$ cat config.mk
export PLATFORM = sky130hd
export DESIGN_NAME = serial_adder_flat
export DESIGN_NICKNAME = d
export VERILOG_FILES = /design/src/rtl/serial_adder_if.sv /design/src/rtl/serial_adder.sv /design/src/flat_wrapper.sv
export SDC_FILE = /design/constraint.sdc
export NUM_CORES = 1
export LEC_CHECK = 0
export CELL_PAD_IN_SITES_DETAIL_PLACEMENT = 1
export CELL_PAD_IN_SITES_GLOBAL_PLACEMENT = 1
export CORE_MARGIN = 5
export CORE_UTILIZATION = 25
export DETAILED_ROUTE_END_ITERATION = 8
export PLACE_DENSITY_LB_ADDON = 0.1
export SYNTH_ARGS = -nofsm -noshare
export SYNTH_HDL_FRONTEND = slang
export SYNTH_SLANG_ARGS = --single-unit
$ cat constraint.sdc
create_clock -name clk -period 1.86 [get_ports clk]
set_clock_uncertainty 0.05 [all_clocks]
set_input_delay 0.372 -clock clk [delete_from_list [all_inputs] [get_ports clk]]
set_output_delay 0.372 -clock clk [all_outputs]
set_load 0.01 [all_outputs]
$ cat src/rtl/serial_adder_if.sv
// serial_adder_if: operand and result valid/ready bundle for serial_adder.
// Overflow is present only when SERIAL_ADDER_OVF_EN is defined.
interface serial_adder_if #(parameter int WIDTH = 8);
  logic             in_valid;
  logic             in_ready;
  logic [WIDTH-1:0] A;
  logic [WIDTH-1:0] B;
  logic             Cin;
  logic             out_valid;
  logic             out_ready;
  logic [WIDTH-1:0] Sum;
  logic             Carry;
  logic             busy;
`ifdef SERIAL_ADDER_OVF_EN
  logic             Overflow;

  modport master (
    output in_valid, A, B, Cin, out_ready,
    input  in_ready, out_valid, Sum, Carry, busy, Overflow
  );

  modport slave (
    input  in_valid, A, B, Cin, out_ready,
    output in_ready, out_valid, Sum, Carry, busy, Overflow
  );
`else
  modport master (
    output in_valid, A, B, Cin, out_ready,
    input  in_ready, out_valid, Sum, Carry, busy
  );

  modport slave (
    input  in_valid, A, B, Cin, out_ready,
    output in_ready, out_valid, Sum, Carry, busy
  );
`endif
endinterface

$ cat src/rtl/serial_adder.sv
// serial_adder: bit-serial WIDTH-bit adder, LSB first, one bit per clock, built from half_adder cells.
// Define SERIAL_ADDER_OVF_EN to add the registered two's-complement Overflow output.
module half_adder (
  input  logic a,
  input  logic b,
  output logic s,
  output logic c
);
  assign s = a ^ b;
  assign c = a & b;
endmodule

// state | meaning
// IDLE  | waiting for operands, in_ready high
// RUN   | adding one bit per clock, busy high
// DONE  | result presented, waiting for out_ready
module serial_adder #(
  parameter int WIDTH = 8
) (
  input logic           clk,
  input logic           rst,
  serial_adder_if.slave bus
);
  localparam int CW = (WIDTH > 1) ? $clog2(WIDTH) : 1;

  typedef enum logic [1:0] {IDLE, RUN, DONE} state_t;

  state_t           state;
  state_t           state_nxt;
  logic [WIDTH-1:0] a_sh;
  logic [WIDTH-1:0] b_sh;
  logic [WIDTH-1:0] res_sh;
  logic [WIDTH-1:0] res_nxt;
  logic [WIDTH-1:0] sum_q;
  logic [CW-1:0]    cnt;
  logic             c_q;
  logic             carry_q;
  logic             s0;
  logic             c0;
  logic             s_bit;
  logic             c1;
  logic             cout;
  logic             accept;
  logic             last;

  half_adder u_ha0 (.a(a_sh[0]), .b(b_sh[0]), .s(s0),    .c(c0));
  half_adder u_ha1 (.a(s0),      .b(c_q),     .s(s_bit), .c(c1));
  assign cout = c0 | c1;

  // New bit enters at the MSB so that after WIDTH shifts bit 0 sits at the LSB.
  assign res_nxt = WIDTH'({s_bit, res_sh} >> 1);

  assign accept = (state == IDLE) && bus.in_valid;
  assign last   = (state == RUN) && (cnt == CW'(WIDTH - 1));

  always_ff @(posedge clk or posedge rst) begin
    if (rst) state <= IDLE;
    else     state <= state_nxt;
  end

  always_comb begin
    state_nxt = state;
    case (state)
      IDLE:    if (bus.in_valid)  state_nxt = RUN;
      RUN:     if (last)          state_nxt = DONE;
      DONE:    if (bus.out_ready) state_nxt = IDLE;
      default:                    state_nxt = IDLE;
    endcase
  end

  always_comb begin
    bus.in_ready  = 1'b0;
    bus.busy      = 1'b0;
    bus.out_valid = 1'b0;
    case (state)
      IDLE:    bus.in_ready  = 1'b1;
      RUN:     bus.busy      = 1'b1;
      DONE:    bus.out_valid = 1'b1;
      default: bus.in_ready  = 1'b0;
    endcase
  end

  always_ff @(posedge clk or posedge rst) begin
    if (rst) begin
      a_sh    <= '0;
      b_sh    <= '0;
      res_sh  <= '0;
      c_q     <= 1'b0;
      cnt     <= '0;
      sum_q   <= '0;
      carry_q <= 1'b0;
    end else if (accept) begin
      a_sh   <= bus.A;
      b_sh   <= bus.B;
      c_q    <= bus.Cin;
      res_sh <= '0;
      cnt    <= '0;
    end else if (state == RUN) begin
      a_sh   <= a_sh >> 1;
      b_sh   <= b_sh >> 1;
      res_sh <= res_nxt;
      c_q    <= cout;
      cnt    <= cnt + CW'(1);
      if (last) begin
        sum_q   <= res_nxt;
        carry_q <= cout;
      end
    end
  end

  assign bus.Sum   = sum_q;
  assign bus.Carry = carry_q;

`ifdef SERIAL_ADDER_OVF_EN
  logic ovf_q;

  // On the last bit c_q is the carry into the MSB and cout the carry out of it.
  always_ff @(posedge clk or posedge rst) begin
    if (rst)       ovf_q <= 1'b0;
    else if (last) ovf_q <= c_q ^ cout;
  end

  assign bus.Overflow = ovf_q;
`endif
endmodule

$ cat src/flat_wrapper.sv
// flat-port wrapper written by rule: the top's interface ports become plain ports
module serial_adder_flat 
#(
  parameter int WIDTH = 8
)
  (clk, rst, bus_in_valid, bus_A, bus_B, bus_Cin, bus_out_ready, bus_in_ready, bus_out_valid, bus_Sum, bus_Carry, bus_busy);
  serial_adder_if #(.WIDTH(WIDTH)) bus_i ();
  input logic clk;
  input logic rst;
  input wire logic [$bits(bus_i.in_valid)-1:0] bus_in_valid;
  input wire logic [$bits(bus_i.A)-1:0] bus_A;
  input wire logic [$bits(bus_i.B)-1:0] bus_B;
  input wire logic [$bits(bus_i.Cin)-1:0] bus_Cin;
  input wire logic [$bits(bus_i.out_ready)-1:0] bus_out_ready;
  output wire logic [$bits(bus_i.in_ready)-1:0] bus_in_ready;
  output wire logic [$bits(bus_i.out_valid)-1:0] bus_out_valid;
  output wire logic [$bits(bus_i.Sum)-1:0] bus_Sum;
  output wire logic [$bits(bus_i.Carry)-1:0] bus_Carry;
  output wire logic [$bits(bus_i.busy)-1:0] bus_busy;
  assign bus_i.in_valid = bus_in_valid;
  assign bus_i.A = bus_A;
  assign bus_i.B = bus_B;
  assign bus_i.Cin = bus_Cin;
  assign bus_i.out_ready = bus_out_ready;
  assign bus_in_ready = bus_i.in_ready;
  assign bus_out_valid = bus_i.out_valid;
  assign bus_Sum = bus_i.Sum;
  assign bus_Carry = bus_i.Carry;
  assign bus_busy = bus_i.busy;
  serial_adder #(.WIDTH(WIDTH)) u_core (.clk(clk), .rst(rst), .bus(bus_i));
endmodule
==> out/results.txt <==
The run finished with clean final reports. The setup-violating endpoint count in the final report is 0, and the area added between synthesis and finish is 34.6%. Of the cells placed in the final design, the portion with a size suffix greater than 1 is 18.7%. For this run, the top clock speed supported by timing is 603 MHz. Entering global routing, the biggest net connects 39 pins. The arrival time of the worst setup path is 1.24 ns, and the number of hold-repair buffers added at the cts stage is 0. The tightest min-delay check is of the primary input to async pin type.

Buffers inserted during clock tree synthesis total 5. The region available for standard cell placement spans 0.00687 sq mm. The logs give 0 for the count of maximum capacitance violations and 0.00226 sq mm for the cell area after placement. For this run, the leading register cell type out of synthesis is sky130_fd_sc_hd__dfrtp_1. For the area of the die, the log shows 0.00897 sq mm.

The via count of the first global-routing pass is 1471, and the aggregate negative setup slack is 0 ns. For this configuration, the core starts out at a cell density of 26.1%. The internal power of the cells totals 0.00267 W. For this run, the total global-route usage over all layers was measured as 10.5%.

For the sequential group share of total power, the log shows 36.9%. Dividing the detail-routed wire length by the instance count gives 14.8 um. For the total power, the log shows 0.00390 W.

Dividing the detail-routed via count by the number of cells gives 4.49. In this run, synthesis produced a sequential element count of 38. The HPWL after detailed placement is 2850 um. The number of rows in the core area was 30.

Dividing the final minimum period by the clock period gives 89.2%. Wire length of the first global-routing pass: 7180 um. The tools report the startpoint type of the worst setup path as a flip-flop. Clock-pin slew was measured on the worst setup and hold paths at 0.08 ns. The run gives 0.00123 W as the switching power summed over all nets. The number of synthesized flops with an enable pin was 0; the final routed DRC violation total was 0. For the area of the multi-input gates, the log shows 701 sq um. The run gives 0.00241 sq mm as the summed area of non-filler cells in the final layout.

For the total of fill cells in the finished design, the log shows 754. For the sequential-to-total area share from yosys stat, the log shows 53.0%. The pre-antenna-repair detailed-routing pass consisted of 5 iterations. Setup slack on the critical path of the routed design comes to 0.201 ns.

The sink count of the clock tree was 38. TritonCTS built the clock tree. A synthesized cell averages 12.1 sq um.

The power density relative to cell area came out at 1620 mW/mm^2. The clock network is responsible for 22.3% of the overall power. Synthesis produced a netlist with a net count of 172.

In this run the worst path has a maximum fanout of 5. The post-synthesis instance area is 0.00179 sq mm, and the share of total power in combinational logic is 40.8%. The number of input and output port buffers inserted is 32. Net switching is 31.4% of the power. The number of cells on the worst reg-to-reg path is 5. The later pin in the worst-skew pair is clocked with a latency of 0.29 ns.

The die height is 94.7 um. The tools report the post-route antenna net violation count as 0. The tools report the highest ir drop seen on vdd as 0.458 mV.

The total congestion overflow after global routing came out at 0. Setup repair after global routing left no endpoint under its margin. The clock passes through at most 2 buffers. For the total detailed-routing wirelength, the log shows 4180 um. In the final design database the tool counted 210 nets. Counting distinct cell types in the post-synthesis netlist gives 27. The storage element area is 951 sq um, and the routability-driven placement congestion ratio is 0.722. The die span in x is 94.7 um. During synthesis, Yosys emitted a total of 0 warnings. Headroom to the max-slew limit came out at 77.0%. For this block, the via count after detailed routing is 1271. Type of the worst setup path: flip-flop to output pin. The total inserted antenna cells came out at 0. The tools report the kind of end point of the critical path as an output pin. The logs give 0 for the initial antenna violation count and 2 for the H-tree level count. Transition at the pin with the smallest max-transition slack: 0.341 ns. OpenSTA, run right after detailed placement, puts the worst setup slack at 0.130 ns. For this design the static power due to leakage is 1.07 nW. The logs give 0 for the max-slew violation total from the final report and 46 for the starting DRC count in detailed routing.

For the finished layout, the period the worst path requires is 1.66 ns. During I/O placement, the number of pins put on the boundary was 33. The total count of hold-check failures in the final report is 0. The async set or reset register ratio after synthesis is 100%, and the critical path data required time is 1.44 ns.

The cell count after synthesis came out at 148. Clock tree synthesis selected as its root buffer the cell sky130_fd_sc_hd__clkbuf_8.
-- critical path: stages, from the launching register on --
cell                            delay (ns)
sky130_fd_sc_hd__dfrtp_1              0.43
sky130_fd_sc_hd__and2b_1              0.24
sky130_fd_sc_hd__dlygate4sd2_1        0.28
-- cell families (layout without fill, tap and decap cells) --
| family | after synthesis | in the layout | synth area share, % |
|---|---|---|---|
| flops | 38 | 38 | 53.0 |
| simple gates | 36 | 36 | 12.8 |
| fa+ha+maj | 3 | 3 | 2.51 |
| compound gates | 29 | 29 | 15.4 |
| buf+inv | 32 | 71 | 8.02 |
| mux | 10 | 10 | 8.16 |
-- cells in the final DEF (no fill, tap or decap) --
cell and instances:
sky130_fd_sc_hd__dfrtp_1 38, sky130_fd_sc_hd__clkdlybuf4s50_1 29, sky130_fd_sc_hd__inv_1 20, sky130_fd_sc_hd__nor4b_1 12, sky130_fd_sc_hd__nor2_1 10, sky130_fd_sc_hd__a22o_1 9, sky130_fd_sc_hd__mux2_4 9, sky130_fd_sc_hd__buf_4 9
sky130_fd_sc_hd__a221oi_1 7, sky130_fd_sc_hd__clkbuf_8 6, sky130_fd_sc_hd__nand3b_1 3, sky130_fd_sc_hd__a221oi_2 3, sky130_fd_sc_hd__nor2b_1 3, sky130_fd_sc_hd__a222oi_1 3, sky130_fd_sc_hd__dlygate4sd2_1 3, sky130_fd_sc_hd__nor3b_1 2
sky130_fd_sc_hd__a211oi_1 2, sky130_fd_sc_hd__nand2_1 2, sky130_fd_sc_hd__o221ai_1 2, sky130_fd_sc_hd__ha_1 2, sky130_fd_sc_hd__bufinv_16 2, sky130_fd_sc_hd__buf_12 2, sky130_fd_sc_hd__and2b_1 1, sky130_fd_sc_hd__nand2b_1 1
sky130_fd_sc_hd__o21ai_0 1, sky130_fd_sc_hd__o21bai_4 1, sky130_fd_sc_hd__nor2_2 1, sky130_fd_sc_hd__mux2_2 1, sky130_fd_sc_hd__a21oi_1 1, sky130_fd_sc_hd__or2_2 1, sky130_fd_sc_hd__fa_1 1
-- power groups by stage --
stage | clock [W] | combinational, W | sequential [W]
6_report | 0.000871 | 0.00159 | 0.00144
5_1_grt | 0.000934 | 0.00177 | 0.00149
4_1_cts | 0.000902 | 0.00163 | 0.00144
3_5_place_dp | 0 | 0.00162 | 0.00146
3_3_place_gp | 0 | 0.00158 | 0.00144
2_1_floorplan | 0 | 0.00104 | 0.00145
-- state kept, by name, summed over array words and instances, names as in the netlist --
register,cells
u_core.a_sh,8
u_core.b_sh,8
u_core.bus.Carry,1
u_core.bus.Sum,8
u_core.c_q,1
u_core.cnt,3
u_core.res_sh,7
u_core.state,2
-- final timing paths --
path | start | slack (ns) | to
hold reg to reg | u_core.a_sh[7] | 0.46 | u_core.a_sh[7]
setup / recovery | u_core.state[1] | 0.20 | bus_busy
min in group clk | u_core.a_sh[7] | 0.46 | u_core.a_sh[7]
setup reg to reg | u_core.state[1] | 0.22 | u_core.bus.Carry
max in group asynchronous | rst | 1.18 | u_core.a_sh[5]
hold / removal | rst | 0.39 | u_core.a_sh[1]
-- final cells by class --
type / instances / area share [%]
multi-input combinational: 78 / 29.0
clock buffer: 6 / 3.42
clock inverter: 2 / 2.49
timing repair buffer: 43 / 17.6
sequential: 38 / 39.4
tap: 96 / 4.98
inverter: 20 / 3.11
-- Yosys cell counts, drive strengths merged (2+ instances only) --
library cell,number,area share [%]
nor4b,12,5.9
a221oi,10,5.9
nand2,2,0.42
dfrtp,38,53
a22o,9,4.4
o221ai,2,0.98
a211oi,2,0.84
ha,2,1.4
inv,20,4.2
nor2,11,2.3
mux2,10,8.2
a222oi,3,1.7
nor3b,2,0.84
nand3b,3,1.3
buf,11,3.6
nor2b,3,1.0
-- layer usage --
layer  wire length, um  up-vias  global-route usage (%)
li1                  -      605                       -
met1              1980      640                    13.6
met3               172        2                    3.82
met2              2000       24                    16.4
met4                29        0                    2.88
met5                 0        -                       0
-- timing repair --
item | in CTS | in global routing
resized for setup | 4 | 0
setup buffers | 2 | 0
endpoints found under the setup margin | 3 | 0
-- through the flow --
step	hold slack, ns	cells	utilization [%]
3_3_place_gp	0.427	273	32.9
6_report	0.388	283	35.1
2_1_floorplan	0.409	148	-
5_1_grt	0.415	283	35.1
4_1_cts	0.394	283	35.1
3_5_place_dp	0.436	273	32.9
Note: power is estimated with default switching activity, not from simulation.
